<file path="src/rtl/l2_burst_adaptor_if.sv">
// l2_burst_adaptor_if: arbiter line port and memory burst port of the L2 burst adaptor
interface l2_burst_adaptor_if #(
    parameter int LINE_BITS = 256,
    parameter int BEAT_BITS = 64
);
    logic                 read_L2;
    logic                 write_L2;
    logic [31:0]          addr_L2;
    logic [LINE_BITS-1:0] wdata_L2;
    logic [LINE_BITS-1:0] rdata_L2;
    logic                 resp_L2;
    logic [31:0]          address_o;
    logic                 read_o;
    logic                 write_o;
    logic [BEAT_BITS-1:0] burst_o;
    logic [BEAT_BITS-1:0] burst_i;
    logic                 resp_i;

    modport slave (
        input  read_L2, write_L2, addr_L2, wdata_L2, burst_i, resp_i,
        output rdata_L2, resp_L2, address_o, read_o, write_o, burst_o
    );

    modport master (
        output read_L2, write_L2, addr_L2, wdata_L2, burst_i, resp_i,
        input  rdata_L2, resp_L2, address_o, read_o, write_o, burst_o
    );
endinterface

</file>
<file path="src/rtl/l2_burst_adaptor.sv">
// l2_burst_adaptor: turns one cache-line read/write into a 4-beat memory burst; L2_BURST_ADAPTOR_ASSERT_EN compiles in protocol checks
module l2_burst_adaptor #(
    parameter int LINE_BITS = 256,
    parameter int BEAT_BITS = 64
) (
    input logic               clk,
    input logic               rst,
    l2_burst_adaptor_if.slave bus
);
    typedef enum logic [1:0] {IDLE, RD, WR, DONE} state_t;

    state_t               state, state_nxt;
    logic [1:0]           cnt;
    logic [31:0]          addr_q;
    logic [LINE_BITS-1:0] wline;
    logic [LINE_BITS-1:0] rbuf;
    logic [LINE_BITS-1:0] rdata;
    logic [LINE_BITS-1:0] fill;
    logic                 last;

    assign last = bus.resp_i && cnt == 2'd3;

    // state register; reset abandons any burst in flight
    always_ff @(posedge clk or negedge rst)
        if (!rst) state <= IDLE;
        else      state <= state_nxt;

    // next state: write wins over read, DONE never samples requests
    always_comb begin
        state_nxt = state;
        case (state)
            IDLE:    state_nxt = bus.write_L2 ? WR : bus.read_L2 ? RD : IDLE;
            RD, WR:  state_nxt = last ? DONE : state;
            default: state_nxt = IDLE;
        endcase
    end

    // read buffer with the incoming beat merged into its slot
    always_comb begin
        fill = rbuf;
        fill[int'(cnt)*BEAT_BITS +: BEAT_BITS] = bus.burst_i;
    end

    // request capture, beat counting and read-line assembly
    always_ff @(posedge clk or negedge rst)
        if (!rst) begin
            cnt    <= '0;
            addr_q <= '0;
            wline  <= '0;
            rbuf   <= '0;
            rdata  <= '0;
        end else begin
            case (state)
                IDLE: begin
                    cnt <= '0;
                    if (bus.write_L2) begin
                        wline  <= bus.wdata_L2;
                        addr_q <= bus.addr_L2 & ~32'h1f;
                    end else if (bus.read_L2) begin
                        addr_q <= bus.addr_L2 & ~32'h1f;
                    end
                end
                RD: if (bus.resp_i) begin
                    cnt  <= cnt + 2'd1;
                    rbuf <= fill;
                    if (last) rdata <= fill;
                end
                WR: if (bus.resp_i) cnt <= cnt + 2'd1;
                default: ;
            endcase
        end

    assign bus.read_o    = state == RD;
    assign bus.write_o   = state == WR;
    assign bus.resp_L2   = state == DONE;
    assign bus.address_o = addr_q;
    assign bus.rdata_L2  = rdata;
    assign bus.burst_o   = state == WR ? wline[int'(cnt)*BEAT_BITS +: BEAT_BITS] : '0;

`ifdef L2_BURST_ADAPTOR_ASSERT_EN
    a_both_req: assert property (@(posedge clk) disable iff (!rst)
        !(state == IDLE && bus.read_L2 && bus.write_L2))
        else $error("read_L2 and write_L2 both high in IDLE");
    a_stray_resp: assert property (@(posedge clk) disable iff (!rst)
        !((state == IDLE || state == DONE) && bus.resp_i))
        else $error("resp_i high outside a burst");
    a_addr_stable: assert property (@(posedge clk) disable iff (!rst)
        ((state == RD || state == WR) && $past(state == RD || state == WR) &&
         (bus.read_L2 || bus.write_L2)) |-> $stable(bus.addr_L2))
        else $error("addr_L2 changed during a held request");
    a_rw_excl: assert property (@(posedge clk) disable iff (!rst)
        !(bus.read_o && bus.write_o))
        else $error("read_o and write_o both high");
`endif
endmodule

</file>
<file path="src/flat_wrapper.sv">
// flat-port wrapper written by rule: the top's interface ports become plain ports
module l2_burst_adaptor_flat 
#(
    parameter int LINE_BITS = 256,
    parameter int BEAT_BITS = 64
)
  (clk, rst, bus_read_L2, bus_write_L2, bus_addr_L2, bus_wdata_L2, bus_burst_i, bus_resp_i, bus_rdata_L2, bus_resp_L2, bus_address_o, bus_read_o, bus_write_o, bus_burst_o);
  l2_burst_adaptor_if #(.LINE_BITS(LINE_BITS), .BEAT_BITS(BEAT_BITS)) bus_i ();
  input logic clk;
  input logic rst;
  input wire logic [$bits(bus_i.read_L2)-1:0] bus_read_L2;
  input wire logic [$bits(bus_i.write_L2)-1:0] bus_write_L2;
  input wire logic [$bits(bus_i.addr_L2)-1:0] bus_addr_L2;
  input wire logic [$bits(bus_i.wdata_L2)-1:0] bus_wdata_L2;
  input wire logic [$bits(bus_i.burst_i)-1:0] bus_burst_i;
  input wire logic [$bits(bus_i.resp_i)-1:0] bus_resp_i;
  output wire logic [$bits(bus_i.rdata_L2)-1:0] bus_rdata_L2;
  output wire logic [$bits(bus_i.resp_L2)-1:0] bus_resp_L2;
  output wire logic [$bits(bus_i.address_o)-1:0] bus_address_o;
  output wire logic [$bits(bus_i.read_o)-1:0] bus_read_o;
  output wire logic [$bits(bus_i.write_o)-1:0] bus_write_o;
  output wire logic [$bits(bus_i.burst_o)-1:0] bus_burst_o;
  assign bus_i.read_L2 = bus_read_L2;
  assign bus_i.write_L2 = bus_write_L2;
  assign bus_i.addr_L2 = bus_addr_L2;
  assign bus_i.wdata_L2 = bus_wdata_L2;
  assign bus_i.burst_i = bus_burst_i;
  assign bus_i.resp_i = bus_resp_i;
  assign bus_rdata_L2 = bus_i.rdata_L2;
  assign bus_resp_L2 = bus_i.resp_L2;
  assign bus_address_o = bus_i.address_o;
  assign bus_read_o = bus_i.read_o;
  assign bus_write_o = bus_i.write_o;
  assign bus_burst_o = bus_i.burst_o;
  l2_burst_adaptor #(.LINE_BITS(LINE_BITS), .BEAT_BITS(BEAT_BITS)) u_core (.clk(clk), .rst(rst), .bus(bus_i));
endmodule
</file>
<file path="config.mk">
export PLATFORM = sky130hd
export DESIGN_NAME = l2_burst_adaptor_flat
export DESIGN_NICKNAME = d
export VERILOG_FILES = /design/src/rtl/l2_burst_adaptor_if.sv /design/src/rtl/l2_burst_adaptor.sv /design/src/flat_wrapper.sv
export SDC_FILE = /design/constraint.sdc
export NUM_CORES = 1
export LEC_CHECK = 0
export ABC_AREA = 1
export CAP_MARGIN = 20
export CORE_AREA = 2 2 280 282
export DETAILED_ROUTE_END_ITERATION = 10
export DIE_AREA = 0 0 282 284
export GPL_ROUTABILITY_DRIVEN = 0
export PLACE_DENSITY = 0.75
export RECOVER_POWER = 25
export SETUP_SLACK_MARGIN = 0.1
export SYNTH_ARGS = -nofsm -noshare
export SYNTH_HDL_FRONTEND = slang
export SYNTH_SLANG_ARGS = --single-unit
</file>
<file path="constraint.sdc">
create_clock -name clk -period 5 [get_ports clk]
set_clock_uncertainty 0.05 [all_clocks]
set_input_delay 1 -clock clk [delete_from_list [all_inputs] [get_ports clk]]
set_output_delay 1 -clock clk [all_outputs]
set_load 0.02 [all_outputs]
</file>
---- After elaboration in Yosys (flattened, before gate mapping) ----
Cells that the tools add are included.
word-level totals
  register bits after elaboration ......... 804
  logic and storage cells ................. 37
  bits of input ports ..................... 357
  output and inout bits ................... 355
operators by class
  mux-type cells .......................... 10
  shift operators ......................... 3
  reduce and logical (&&, ||, !) cells .... 10
  equal/unequal tests ..................... 6
  add/sub/neg operators ................... 2
operators with widths
  operator                     number
  $bwmux W256                  1
  $shift A64 B33 Y256 const A  1
  $shiftx A256 B9 Y64          1
  $shiftx A64 B33 Y256         1
  $mux W32                     2
  $mux W64                     1
  $neg A8 Y33                  1
  $pmux W2 S2                  2
  $reduce_and A2 Y1            4
  $eq A2 B2 Y1 const B         3
  $mux W2                      3
  $ne A2 B1 Y1 const B         2
  $reduce_bool A2 Y1           2
  $reduce_and A3 Y1            1
  $add A2 B1 Y2 const B        1
  $eq A2 B1 Y1 const B         1
  $logic_not A2 Y1             1
  $reduce_or A2 Y1             1
  $logic_and A1 B1 Y1          1
  $mux W1                      1

---- Depth between registers and ports, before layout ----
  word-level depth ........................ 4
  gate-level depth with buffers ........... 14
  depth with buffers taken out ............ 9

---- Least setup slack after synthesis ----
OpenSTA, ideal clock, no wires.
  path kind ............................... flip-flop to output port
  start ................................... register u_core.cnt[0]
  end ..................................... output bus_burst_o[54]
  slack ................................... 2453 ps
  buffers on the path ..................... 3
  data arrival time ....................... 1497 ps
  stages on the path, launching flop included .. 7
  data required time ...................... 3950 ps
  cells stage by stage .................... dfrtp_1 -> buf_4 -> inv_2 -> buf_6 -> clkbuf_1 -> o21ai_0 -> a21oi_1
between the ends
  longest elaborated chain between the ends .. 2
ends and longest elaborated chain
  element                 line                    RTL
  start, declared         l2_burst_adaptor.sv:13  logic [1:0] cnt;
  start signal, assigned  l2_burst_adaptor.sv:64  cnt <= cnt + 2'd1;
  start signal, assigned  l2_burst_adaptor.sv:68  WR: if (bus.resp_i) cnt <= cnt + 2'd1;
  $shiftx A256 B9 Y64     l2_burst_adaptor.sv:78  assign bus.burst_o = state == WR ? wline[int'(cnt)*BEAT_BITS +: BEAT_BITS] : '0;
  $mux W64                l2_burst_adaptor.sv:78
  end, declared           flat_wrapper.sv:22      output wire logic [$bits(bus_i.burst_o)-1:0] bus_burst_o;
Every way passes these cells.

---- Worst setup path after layout ----
Ends and elaborated chain as after synthesis.

==> impl_metrics.tcl <==
set metrics [dict create \
    coreArea_um2 76960 \
    synth.distinct_cells 19 \
    rsz0062_at_grt "no" \
    antenna_found_initial 29 \
    dieWidth_um 282 \
    viasPerCell 5.084 \
    num-nets-final 5530 \
    cts_tree "done" \
    grt_pass1_wl_um 181600 \
    port_buffers 701 \
    p_leak_nw 23.59 \
    violations "capacitance limit, slew limit" \
    end_kind "primary output" \
    start_util 0.4407 \
    critPathMaxFanout 68 \
    postCtsHoldBufs 0 \
    place_area_um2 41470 \
    htreeDepth 3 \
    drtIter0Drc 3206 \
    grt_pass1_vias 30790 \
    power.density_nw_per_um2 534.6 \
    cts_buffers 82 \
    multi_input_area_um2 13480 \
    clockBufferDepth 3 \
    syn2layout_area_growth_pct 30.54 \
    clock.fmax_mhz 225.5 \
    fp-row-count 102 \
    grt_util_all_layers 0.2915 \
    clock_latency_ns 0.63 \
    drive_gt1_frac 0.03882 \
    ys_ff_latch 735 \
    dp_hpwl_um 76130 \
    yosysSeqAreaShare 0.5424 \
    drv_cap 4 \
    cp.required_ns 3.95 \
    syn_area_um2 33910 \
    cts_sinks 735 \
    crit_arrival_ns 3.38 \
    nFillCells 6877 \
    pin_count 712 \
    min-delay-path-class "register to register" \
    drc 0 \
    wl_um 117900 \
    tns_ns 0 \
    stdcell_area_um2 44270 \
    period_needed_ns 4.434 \
    finalSetupViolCount 0 \
    timing.slew.headroom -0.7433 \
    postCtsSetupRepairBufs 0 \
    ir_drop_v 0.0005233 \
    register_area_um2 18400 \
    antenna_left 0 \
    die_area_um2 80090 \
    syn_area_per_cell_um2 7.348 \
    synthCells 4615 \
    worstSetupStartpointType "register" \
    crit_type "register to primary output" \
    drv_slew 253 \
    hold_viol 0 \
    path_clk_slew_ns 0.06 \
    via_count 31998 \
    root_buffer "clkbuf_16" \
    overflow 0 \
    cts.repair.resized 0 \
    wl_per_cell_um 18.73 \
    status "finished with violations" \
    tightest_slew_ns 2.615 \
    die_h_um 284 \
    grt_start_max_net_pins 219 \
    first_pass_iters 6 \
    min_period_over_period 0.8868 \
    yosys_warnings 0 \
]
## through the flow
stage,worst slack [ns],power (mW),instances,utilization,hold slack [ns]
floorplan,2.453,14.03,4619,-,0.3936
global placement,1.172,17.23,6118,0.5389,0.4066
detailed placement,1.154,17.44,6118,0.5389,0.4101
CTS,0.4897,23.71,6268,0.5749,0.3841
global route,0.2136,25.10,6288,0.5750,0.4398
finish,0.5658,23.66,6294,0.5752,0.4229
## layer usage
metal / track usage / wire length, µm / vias up
met5: 0 / 82 / -
met4: 0.1376 / 5116 / 12
met3: 0.07682 / 11580 / 268
met2: 0.4571 / 54750 / 1492
met1: 0.3753 / 46350 / 15101
li1: - / - / 15125
## critical path, cell delays in order, from the launching register on
cell	delay, ns
dfrtp_4	0.72
inv_4	0.75
o21ai_0	0.28
a21oi_1	0.28
clkdlybuf4s50_1	0.70
## Yosys cell counts, drive strengths merged
master,count,area share
nand2,2635,0.29
nor3,8,0.0012
o21ai,137,0.020
o22ai,2,0.00037
a21oi,64,0.0094
ha,10,0.0037
clkbuf,107,0.012
inv,178,0.020
nor2,347,0.039
buf,186,0.030
conb,1,0.00011
nand3,205,0.030
dfrtp,735,0.54
## kinds of logic (layout without fill, tap and decap cells)
group | Yosys count | count (layout) | share of synthesized area
and+or+nand+nor | 3195 | 3195 | 0.3625
buffers and inverters | 471 | 1081 | 0.06132
other | 1 | 30 | 0.0001106
adders and majority gates | 10 | 10 | 0.003690
DFF | 735 | 735 | 0.5424
AOI/OAI and AO/OA | 203 | 203 | 0.03003
## power breakdown
part	leakage (nW)	switching, mW	total [mW]	internal (mW)
Combinational	12.4	5.99	8.92	2.93
Clock	1.37	2.58	6.18	3.60
Sequential	9.78	0.929	8.56	7.63
Total	23.6	9.50	23.7	14.2
## sequential cells by signal (all words and copies together) (netlist names)
register / cells
u_core.cnt: 2
u_core.rbuf: 192
u_core.bus.rdata_L2: 256
u_core.state: 2
u_core.bus.address_o: 27
u_core.wline: 256
## cell usage in the layout, fill, tap and decap left out, drive strengths merged
cell type,instances
a21oi,64
nand2,2635
o21ai,137
bufinv,4
dfrtp,735
o22ai,2
nand3,205
ha,10
clkdlybuf4s50,699
nor2,347
clkbuf,129
conb,5
buf,45
diode,25
nor3,8
clkinv,20
inv,181
dlygate4sd3,1
clkinvlp,2
## layout make-up
cell class	instances	share of cell area
Sequential cell	735	0.4156
Multi-Input combinational cell	3413	0.3044
Timing Repair Buffer	753	0.1709
Clock buffer	121	0.05489
Tap cell	1040	0.02940
Inverter	178	0.01569
Clock inverter	29	0.007660
Antenna cell	25	0.001413
## worst paths after layout
check                                  startpoint                       end  slack [ns]  cells after the start
worst max-delay path                u_core.cnt[0]           bus_burst_o[54]        0.57                      4
worst min-delay path            u_core.wline[245]         u_core.wline[245]        0.42                      2
worst max register to register      u_core.cnt[0]  u_core.bus.rdata_L2[251]        1.26                      8
worst min register to register  u_core.wline[245]         u_core.wline[245]        0.42                      2
max in group asynchronous                     rst  u_core.bus.rdata_L2[116]        0.86                      2
min in group asynchronous                     rst           u_core.rbuf[69]        1.14                      1
(Power assumes the default switching activity.)
